## src/rtl/udma_cfg_pkg.sv

```systemverilog
// Shared constants for the uDMA per-peripheral configuration slice:
// register offsets, CFG bit positions, datasize encoding and access FSM states.
package udma_cfg_pkg;

    localparam logic [4:0] REG_RX_SADDR = 5'd0;
    localparam logic [4:0] REG_TX_SADDR = 5'd4;

    // Offsets of the three registers relative to a channel's SADDR
    localparam logic [4:0] OFS_SADDR = 5'd0;
    localparam logic [4:0] OFS_SIZE  = 5'd1;
    localparam logic [4:0] OFS_CFG   = 5'd2;

    localparam int CFG_CONT_BIT  = 0;
    localparam int CFG_DSIZE_LSB = 1;
    localparam int CFG_EN_BIT    = 4;
    localparam int CFG_PEND_BIT  = 5;
    localparam int CFG_CLR_BIT   = 6;
    localparam int CFG_ERR_BIT   = 7;

    typedef enum logic [1:0] {
        DSIZE_BYTE = 2'd0,
        DSIZE_HALF = 2'd1,
        DSIZE_WORD = 2'd2
    } datasize_e;

    typedef enum logic {
        ST_IDLE = 1'b0,
        ST_ACK  = 1'b1
    } acc_state_e;

    // CLR is write-only, so bit 6 always reads back as zero
    function automatic logic [31:0] cfg_rd_word(input logic       cont,
                                                input logic [1:0] dsize,
                                                input logic       en,
                                                input logic       pend,
                                                input logic       err);
        logic [31:0] w;
        w                         = '0;
        w[CFG_CONT_BIT]           = cont;
        w[CFG_DSIZE_LSB +: 2]     = dsize;
        w[CFG_EN_BIT]             = en;
        w[CFG_PEND_BIT]           = pend;
        w[CFG_ERR_BIT]            = err;
        return w;
    endfunction

endpackage

```

## src/rtl/udma_cfg_chan.sv

```systemverilog
// One uDMA channel's programming registers plus the start/ack handshake,
// clear pulse and sticky start-error flag.
module udma_cfg_chan
    import udma_cfg_pkg::*;
#(
    parameter int L2_AWIDTH_NOAL = 19,
    parameter int TRANS_SIZE     = 20
) (
    input  logic                      clk_i,
    input  logic                      rst_i,
    input  logic                      saddr_we_i,
    input  logic                      size_we_i,
    input  logic                      cfg_we_i,
    input  logic [31:0]               wdata_i,
    input  logic                      start_ack_i,
    output logic [L2_AWIDTH_NOAL-1:0] startaddr_o,
    output logic [TRANS_SIZE-1:0]     size_o,
    output logic [1:0]                datasize_o,
    output logic                      continuous_o,
    output logic                      start_o,
    output logic                      clr_o,
    output logic                      start_err_o
);

    logic [L2_AWIDTH_NOAL-1:0] saddr_q, saddr_d;
    logic [TRANS_SIZE-1:0]     size_q, size_d;
    logic [1:0]                dsize_q, dsize_d;
    logic                      cont_q, cont_d;
    logic                      start_q, start_d;
    logic                      clr_q, clr_d;
    logic                      err_q, err_d;

    // Only the low address/size/cfg bits are architecturally meaningful
    logic unused_wdata;
    assign unused_wdata = ^wdata_i;

    always_comb begin
        saddr_d = saddr_q;
        size_d  = size_q;
        dsize_d = dsize_q;
        cont_d  = cont_q;
        start_d = start_q & ~start_ack_i;
        clr_d   = 1'b0;
        err_d   = err_q;

        if (saddr_we_i) saddr_d = wdata_i[L2_AWIDTH_NOAL-1:0];
        if (size_we_i)  size_d  = wdata_i[TRANS_SIZE-1:0];

        if (cfg_we_i) begin
            cont_d  = wdata_i[CFG_CONT_BIT];
            dsize_d = wdata_i[CFG_DSIZE_LSB +: 2];
            if (wdata_i[CFG_ERR_BIT]) err_d = 1'b0;
            // CLR dominates EN; a re-arm while a start is outstanding is only
            // accepted if the channel acknowledges in this very cycle
            if (wdata_i[CFG_CLR_BIT]) begin
                clr_d   = 1'b1;
                start_d = 1'b0;
            end else if (wdata_i[CFG_EN_BIT]) begin
                if (!start_q || start_ack_i) start_d = 1'b1;
                else                         err_d   = 1'b1;
            end
        end
    end

    always_ff @(posedge clk_i or posedge rst_i) begin
        if (rst_i) begin
            saddr_q <= '0;
            size_q  <= '0;
            dsize_q <= DSIZE_BYTE;
            cont_q  <= 1'b0;
            start_q <= 1'b0;
            clr_q   <= 1'b0;
            err_q   <= 1'b0;
        end else begin
            saddr_q <= saddr_d;
            size_q  <= size_d;
            dsize_q <= dsize_d;
            cont_q  <= cont_d;
            start_q <= start_d;
            clr_q   <= clr_d;
            err_q   <= err_d;
        end
    end

    assign startaddr_o  = saddr_q;
    assign size_o       = size_q;
    assign datasize_o   = dsize_q;
    assign continuous_o = cont_q;
    assign start_o      = start_q;
    assign clr_o        = clr_q;
    assign start_err_o  = err_q;

endmodule

```

## src/rtl/udma_periph_cfg_if.sv

```systemverilog
// Per-peripheral uDMA configuration slice: fixed-latency access FSM,
// read-back mux and one udma_cfg_chan per direction (index 0 = RX, 1 = TX).
module udma_periph_cfg_if
    import udma_cfg_pkg::*;
#(
    parameter int L2_AWIDTH_NOAL = 19,
    parameter int TRANS_SIZE     = 20
) (
    input  logic                      clk_i,
    input  logic                      rst_i,
    input  logic [31:0]               cfg_data_i,
    input  logic [4:0]                cfg_addr_i,
    input  logic                      cfg_valid_i,
    input  logic                      cfg_rwn_i,
    output logic [31:0]               cfg_data_o,
    output logic                      cfg_ready_o,
    output logic [L2_AWIDTH_NOAL-1:0] rx_startaddr_o,
    output logic [TRANS_SIZE-1:0]     rx_size_o,
    output logic [1:0]                rx_datasize_o,
    output logic                      rx_continuous_o,
    output logic                      rx_start_o,
    input  logic                      rx_start_ack_i,
    output logic                      rx_clr_o,
    input  logic                      rx_busy_i,
    input  logic                      rx_pending_i,
    input  logic [L2_AWIDTH_NOAL-1:0] rx_curr_addr_i,
    input  logic [TRANS_SIZE-1:0]     rx_bytes_left_i,
    output logic [L2_AWIDTH_NOAL-1:0] tx_startaddr_o,
    output logic [TRANS_SIZE-1:0]     tx_size_o,
    output logic [1:0]                tx_datasize_o,
    output logic                      tx_continuous_o,
    output logic                      tx_start_o,
    input  logic                      tx_start_ack_i,
    output logic                      tx_clr_o,
    input  logic                      tx_busy_i,
    input  logic                      tx_pending_i,
    input  logic [L2_AWIDTH_NOAL-1:0] tx_curr_addr_i,
    input  logic [TRANS_SIZE-1:0]     tx_bytes_left_i
);

    acc_state_e  state_q, state_d;
    logic        ready_q, ready_d;
    logic [31:0] rdata_q, rdata_d;
    logic        wr_acc;
    logic [31:0] rd_mux;

    logic [L2_AWIDTH_NOAL-1:0] ch_curr_addr  [2];
    logic [TRANS_SIZE-1:0]     ch_bytes_left [2];
    logic [L2_AWIDTH_NOAL-1:0] ch_startaddr  [2];
    logic [TRANS_SIZE-1:0]     ch_size       [2];
    logic [1:0]                ch_datasize   [2];
    logic [31:0]               ch_rd         [2];
    logic [1:0]                ch_busy, ch_pending, ch_ack;
    logic [1:0]                ch_cont, ch_start, ch_clr, ch_err;

    assign ch_curr_addr[0]  = rx_curr_addr_i;
    assign ch_curr_addr[1]  = tx_curr_addr_i;
    assign ch_bytes_left[0] = rx_bytes_left_i;
    assign ch_bytes_left[1] = tx_bytes_left_i;
    assign ch_busy          = {tx_busy_i, rx_busy_i};
    assign ch_pending       = {tx_pending_i, rx_pending_i};
    assign ch_ack           = {tx_start_ack_i, rx_start_ack_i};

    // Side effects happen only on the IDLE cycle, so a held valid writes once
    assign wr_acc = (state_q == ST_IDLE) && cfg_valid_i && !cfg_rwn_i;

    generate
        for (genvar gi = 0; gi < 2; gi++) begin : g_chan
            localparam logic [4:0] BASE = (gi == 0) ? REG_RX_SADDR : REG_TX_SADDR;

            logic hit_saddr, hit_size, hit_cfg;
            assign hit_saddr = (cfg_addr_i == BASE + OFS_SADDR);
            assign hit_size  = (cfg_addr_i == BASE + OFS_SIZE);
            assign hit_cfg   = (cfg_addr_i == BASE + OFS_CFG);

            assign ch_rd[gi] = hit_saddr ? 32'(ch_curr_addr[gi])  :
                               hit_size  ? 32'(ch_bytes_left[gi]) :
                               hit_cfg   ? cfg_rd_word(ch_cont[gi], ch_datasize[gi],
                                                       ch_start[gi] | ch_busy[gi],
                                                       ch_pending[gi], ch_err[gi]) :
                                           32'd0;

            udma_cfg_chan #(
                .L2_AWIDTH_NOAL (L2_AWIDTH_NOAL),
                .TRANS_SIZE     (TRANS_SIZE)
            ) u_chan (
                .clk_i        (clk_i),
                .rst_i        (rst_i),
                .saddr_we_i   (wr_acc && hit_saddr),
                .size_we_i    (wr_acc && hit_size),
                .cfg_we_i     (wr_acc && hit_cfg),
                .wdata_i      (cfg_data_i),
                .start_ack_i  (ch_ack[gi]),
                .startaddr_o  (ch_startaddr[gi]),
                .size_o       (ch_size[gi]),
                .datasize_o   (ch_datasize[gi]),
                .continuous_o (ch_cont[gi]),
                .start_o      (ch_start[gi]),
                .clr_o        (ch_clr[gi]),
                .start_err_o  (ch_err[gi])
            );
        end
    endgenerate

    assign rd_mux = ch_rd[0] | ch_rd[1];

    always_comb begin
        state_d = state_q;
        ready_d = 1'b0;
        rdata_d = rdata_q;
        case (state_q)
            ST_IDLE: begin
                if (cfg_valid_i) begin
                    state_d = ST_ACK;
                    ready_d = 1'b1;
                    rdata_d = cfg_rwn_i ? rd_mux : 32'd0;
                end
            end
            ST_ACK:  state_d = ST_IDLE;
            default: state_d = ST_IDLE;
        endcase
    end

    always_ff @(posedge clk_i or posedge rst_i) begin
        if (rst_i) begin
            state_q <= ST_IDLE;
            ready_q <= 1'b0;
            rdata_q <= '0;
        end else begin
            state_q <= state_d;
            ready_q <= ready_d;
            rdata_q <= rdata_d;
        end
    end

    assign cfg_ready_o     = ready_q;
    assign cfg_data_o      = rdata_q;

    assign rx_startaddr_o  = ch_startaddr[0];
    assign rx_size_o       = ch_size[0];
    assign rx_datasize_o   = ch_datasize[0];
    assign rx_continuous_o = ch_cont[0];
    assign rx_start_o      = ch_start[0];
    assign rx_clr_o        = ch_clr[0];

    assign tx_startaddr_o  = ch_startaddr[1];
    assign tx_size_o       = ch_size[1];
    assign tx_datasize_o   = ch_datasize[1];
    assign tx_continuous_o = ch_cont[1];
    assign tx_start_o      = ch_start[1];
    assign tx_clr_o        = ch_clr[1];

endmodule
```

## config.mk

```make
export PLATFORM = sky130hd
export DESIGN_NAME = udma_periph_cfg_if
export DESIGN_NICKNAME = d
export VERILOG_FILES = /design/src/rtl/udma_cfg_pkg.sv /design/src/rtl/udma_cfg_chan.sv /design/src/rtl/udma_periph_cfg_if.sv
export SDC_FILE = /design/constraint.sdc
export NUM_CORES = 1
export LEC_CHECK = 0
export ABC_AREA = 1
export CORE_MARGIN = 4
export CORE_UTILIZATION = 41
export DETAILED_ROUTE_END_ITERATION = 8
export PLACE_DENSITY = 0.81
export SYNTH_ARGS = -nofsm -noshare
export SYNTH_HDL_FRONTEND = slang
export SYNTH_SLANG_ARGS = --single-unit
```

## constraint.sdc

```tcl
create_clock -name clk_i -period 4.65 [get_ports clk_i]
set_input_delay 0.6975 -clock clk_i [delete_from_list [all_inputs] [get_ports clk_i]]
set_output_delay 0.6975 -clock clk_i [all_outputs]
set_load 0.03 [all_outputs]
```

-- After elaboration in Yosys (flattened, before gate mapping)
Cells that the tools add are included.
- register bits: 124
- output and inout bits: 121
- word-level logic and storage cells: 74
- equality and inequality tests: 5
- multiplexer cells: 29
- bitwise gates (word level): 8
- reduce and logical (&&, ||, !) cells: 15
- operators with widths (kind ; count):
    2-to-1 mux 20 bit ; 5
    2-to-1 mux 1 bit ; 21
    bitwise OR 20 bit ; 1
    2-to-1 mux 8 bit ; 2
    == test 5 x 3 -> 1 bit, second input constant ; 3
    logical AND 1 bit ; 8
    == test 5 x 1 -> 1 bit, second input constant ; 1
    == test 5 x 2 -> 1 bit, second input constant ; 1
    logical NOT 5 bit ; 1
    logical NOT 1 bit ; 3
    inverter 1 bit ; 3
    AND 1 bit ; 2
    logical OR 1 bit ; 2
    bitwise OR 1 bit ; 2
    one-hot mux 1 bit (2 select lines) ; 1
    AND reduction 2 bit ; 1

-- Depth between registers and ports, before layout
- word-level depth: 6
- gate-level depth with buffers: 10
- gate-level depth less buffers: 9

-- Modules after synthesis
From an unflattened synthesis, not the netlist that was laid out.
- cell total of the unflattened synthesis: 685
- area, all modules: 5341.4 um^2
- by module, submodules not included (module ; times used ; cells each ; area each (um^2) ; seq. area each (um^2)):
    udma_cfg_chan ; 2 ; 191 ; 1773.0 ; 1126.1
    udma_periph_cfg_if ; 1 ; 303 ; 1795.5 ; 525.5

-- Worst setup path after synthesis
No wires, ideal clock.
- path kind: input port to flip-flop
- start: input cfg_addr_i[1]
- end: register g_chan[0].u_chan.saddr_q[6]
- library setup time: 0.122 ns
- arrival: 1.571 ns
- path slack: 2.957 ns
- stages on the path: 8
- path through: nor2_2 nand2_1 nor2_4 nand2_1 buf_6 buf_6 nand2_1 o21ai_2
- word-level cells in the longest chain between the ends: 2
- ends and longest elaborated chain (item ; line ; source):
    from (decl) ; udma_periph_cfg_if.sv:12 ; input logic [4:0] cfg_addr_i,
    logical NOT 5 bit ; udma_periph_cfg_if.sv:72 ; assign hit_saddr = (cfg_addr_i == BASE + OFS_SADDR);
    logical AND 1 bit ; udma_periph_cfg_if.sv:89 ; .saddr_we_i (wr_acc && hit_saddr),
    to (signal assigned) ; udma_cfg_chan.sv:75 ; saddr_q <= saddr_d;
    to (decl) ; udma_cfg_chan.sv:25 ; logic [L2_AWIDTH_NOAL-1:0] saddr_q, saddr_d;
Every way passes these cells.
A chain may end at the register's enable or synchronous reset.

-- Final worst setup path
- start: input cfg_addr_i[4]
- end: register g_chan[1].u_chan.size_q[5]
- word-level cells in the longest chain between the ends: 2
- ends and longest elaborated chain (item ; line ; source):
    == test 5 x 3 -> 1 bit ; udma_periph_cfg_if.sv:73 ; assign hit_size = (cfg_addr_i == BASE + OFS_SIZE);
    logical AND 1 bit ; udma_periph_cfg_if.sv:90 ; .size_we_i (wr_acc && hit_size),
    to (signal assigned) ; udma_cfg_chan.sv:76 ; size_q <= size_d;
    to (decl) ; udma_cfg_chan.sv:26 ; logic [TRANS_SIZE-1:0] size_q, size_d;
Every way passes these cells.

==> flow_metrics.py <==
metrics = {
    "global_route": {
        "track_usage_pct": 22.63,
        "grt_pass1_wl_mm": 25.79,
        "grt_overflow_total": 0,
        "grt_pass1_vias": 4922,
        "antenna_found_initial": 0,
        "grt_max_degree": 56,
    },
    "detailed_routing": {
        "via_count": 4873,
        "ant_nets": 0,
        "drt_iter0_drc": 359,
        "wire_per_inst_um": 16.88,
        "first_pass_iters": 5,
        "post_drt_via_cell_ratio": 4.972,
        "drt_wl_total_mm": 16.54,
        "drc": 0,
    },
    "floorplanning": {
        "die_area_mm2": 0.01424,
        "coreArea_mm2": 0.01206,
        "die-height_um": 119.3,
        "start_util_pct": 42.14,
        "die_w_um": 119.3,
        "rows": 40,
        "design.portCount": 246,
    },
    "sta": {
        "finalCritPeriodShare_pct": 53.60,
        "drv_slew": 0,
        "tightestPinTransition_ps": 734.9,
        "slew_headroom_pct": 50.83,
        "rsz0062_at_grt": "no",
        "finalSetupTns_ps": 0,
        "max_freq_mhz": 401.2,
        "finalSetupViolations": 0,
        "whs_ps": 475.0,
        "fin_skew_ps": 11.41,
        "finalCriticalPeriod_ps": 2492,
        "hold_violations": 0,
    },
    "logic_synthesis": {
        "synth_area_mm2": 0.005082,
        "synth_most_common_cell": "nand2_1",
        "synth_top_cell_by_area": "dfrtp_1",
        "synth-edff-count": 0,
        "synth_flop_cell": "dfrtp_1",
        "seq_area_frac_synth_pct": 54.65,
        "yosysWarnings": 0,
        "synth-seq-cells": 111,
        "yosysUniqueCellTypes": 23,
        "ys_top_cells_by_count": "208 x nand2_1, 111 x dfrtp_1, 58 x o21ai_0",
        "postSynth.asyncResetShare_pct": 100.0,
        "synth_top_area_share_pct": 54.65,
        "syn_inst": 598,
        "synthesis.area_per_instance_um2": 8.499,
        "synth_area_leaders": "dfrtp_1 55%, nand2_1 15%, o21ai_0 5.7%",
    },
    "cts": {
        "cts_tree": "built",
        "cts.reportedPaths.clkPinSlew_ps": 70,
        "htreeDepth": 3,
        "cts_buffers": 9,
        "cts.sinks": 111,
        "cts-root-buf": "clkbuf_16",
        "cts_setup_buffers": 0,
        "post_cts_resized": 0,
        "clk_latency_ps": 340,
        "ctsHoldBuffers": 0,
        "cts_buffer_depth": 2,
    },
    "run": {
        "cap_violations": 0,
    },
    "worst_setup_path": {
        "timing.rr.end": "g_chan[0].u_chan.size_o[6]",
        "r2r_cells": 7,
        "end_kind": "flip-flop",
        "reg2reg_setup_slack_ps": 2880,
        "cp.arrival_ps": 2710,
        "worstPathRequired_ps": 4860,
        "criticalPathCategory": "primary input to flip-flop",
        "cp-start-kind": "primary input",
        "r2r-start": "cfg_ready_o",
        "cp_max_fo": 40,
    },
    "min_path": {
        "min_to": "cfg_ready_o",
        "holdPathStages": 1,
        "holdCritStartpoint": "cfg_ready_o",
        "min_path_type": "flip-flop to flip-flop",
    },
    "placement": {
        "portBuffers": 221,
        "place_congestion": 0.8757,
        "placed_cell_area_mm2": 0.007351,
        "dpl.hpwl_mm": 12.07,
    },
    "pwr": {
        "power_mw": 2.515,
        "powerDensity_mw_per_mm2": 328.5,
        "ir_drop_mv": 0.1811,
        "leakage_nw": 3.569,
    },
    "status": {
        "outcome": "finished, final reports clean",
    },
    "cells_and_area": {
        "final_nets": 932,
        "design_area_mm2": 0.007656,
        "syn2layout_area_growth_pct": 50.64,
        "final_layout_size_suffix_gt1_share_pct": 8.005,
        "diodes": 0,
    },
}
-- worst max-delay path by stage --
stage               slack [ps]     startpoint  depth (start not counted)                     endpoint
floorplan                 1020          rst_i                          1                cfg_data_o[0]
global placement          1840  cfg_addr_i[4]                          8  g_chan[1].u_chan.size_o[12]
detailed placement        1800  cfg_addr_i[4]                          7   g_chan[1].u_chan.size_o[7]
CTS                       2170  cfg_addr_i[4]                          8   g_chan[1].u_chan.size_o[7]
global route              1950  cfg_addr_i[4]                          8  g_chan[1].u_chan.size_o[15]
finish                    2160  cfg_addr_i[4]                          8   g_chan[1].u_chan.size_o[5]
-- registers in the layout (all words and copies together), names as in the netlist --
name and count:
g_chan.u_chan.size_o 40, g_chan.u_chan.startaddr_o 38, cfg_data_o 20, g_chan.u_chan.datasize_o 4
g_chan.u_chan.clr_o 2, g_chan.u_chan.continuous_o 2, g_chan.u_chan.start_err_o 2, g_chan.u_chan.start_o 2
cfg_ready_o 1
-- metal layers --
layer / wire, um / vias up / GRT usage [%]
met5: 0 / - / 0
met4: 346 / 0 / 8.089
met3: 1454 / 24 / 6.600
met2: 8053 / 219 / 38.29
met1: 6685 / 2322 / 27.51
li1: - / 2308 / -
-- layout by cell type (no fill, tap or decap), types with 9 or more instances in the layout --
master,count
clkdlybuf4s50_1,221
nand2_1,208
dfrtp_1,111
o21ai_0,58
inv_1,38
nand3_1,34
nor2_1,31
nand4_1,21
o21ai_2,20
o21ai_1,12
conb_1,12
clkbuf_16,9
-- metrics by stage --
step	util [%]	std cells	setup WS (ps)
CTS	63.48	980	2169
floorplan	-	609	1022
detailed placement	60.94	964	1795
global placement	60.94	964	1841
global route	63.48	980	1949
finish	63.48	980	2158
-- worst max-delay path, cell delays in order --
cell and delay, ps:
clkdlybuf4s50_1 560, inv_4 190, nand3_1 100, nor2_2 550, nand2_1 120, buf_4 300, nand2_1 110, o21ai_0 80
-- kinds of logic after synthesis --
family / after synthesis / share of synthesized area, %
AOI/OAI and AO/OA: 91 / 10.51
and+or+nand+nor: 308 / 26.32
other: 1 / 0.07378
DFF: 111 / 54.65
buffers and inverters: 87 / 8.444
-- where the power goes --
group	leakage (nW)	internal, mW	switching [mW]
clock network	0.153	0.426	0.365
logic	1.91	0.271	0.355
registers	1.51	1.05	0.0506
total	3.57	1.74	0.771
-- final cells by class --
type	instances	area (um2)
Fill cell	1047	4405
Sequential cell	111	2778
Inverter	45	173.9
Clock buffer	9	225.2
Timing Repair Buffer	229	2272
Tap cell	168	210.2
Clock inverter	7	80.08
Multi-Input combinational cell	411	1917
No activity file was read; power rests on OpenSTA's default activity.
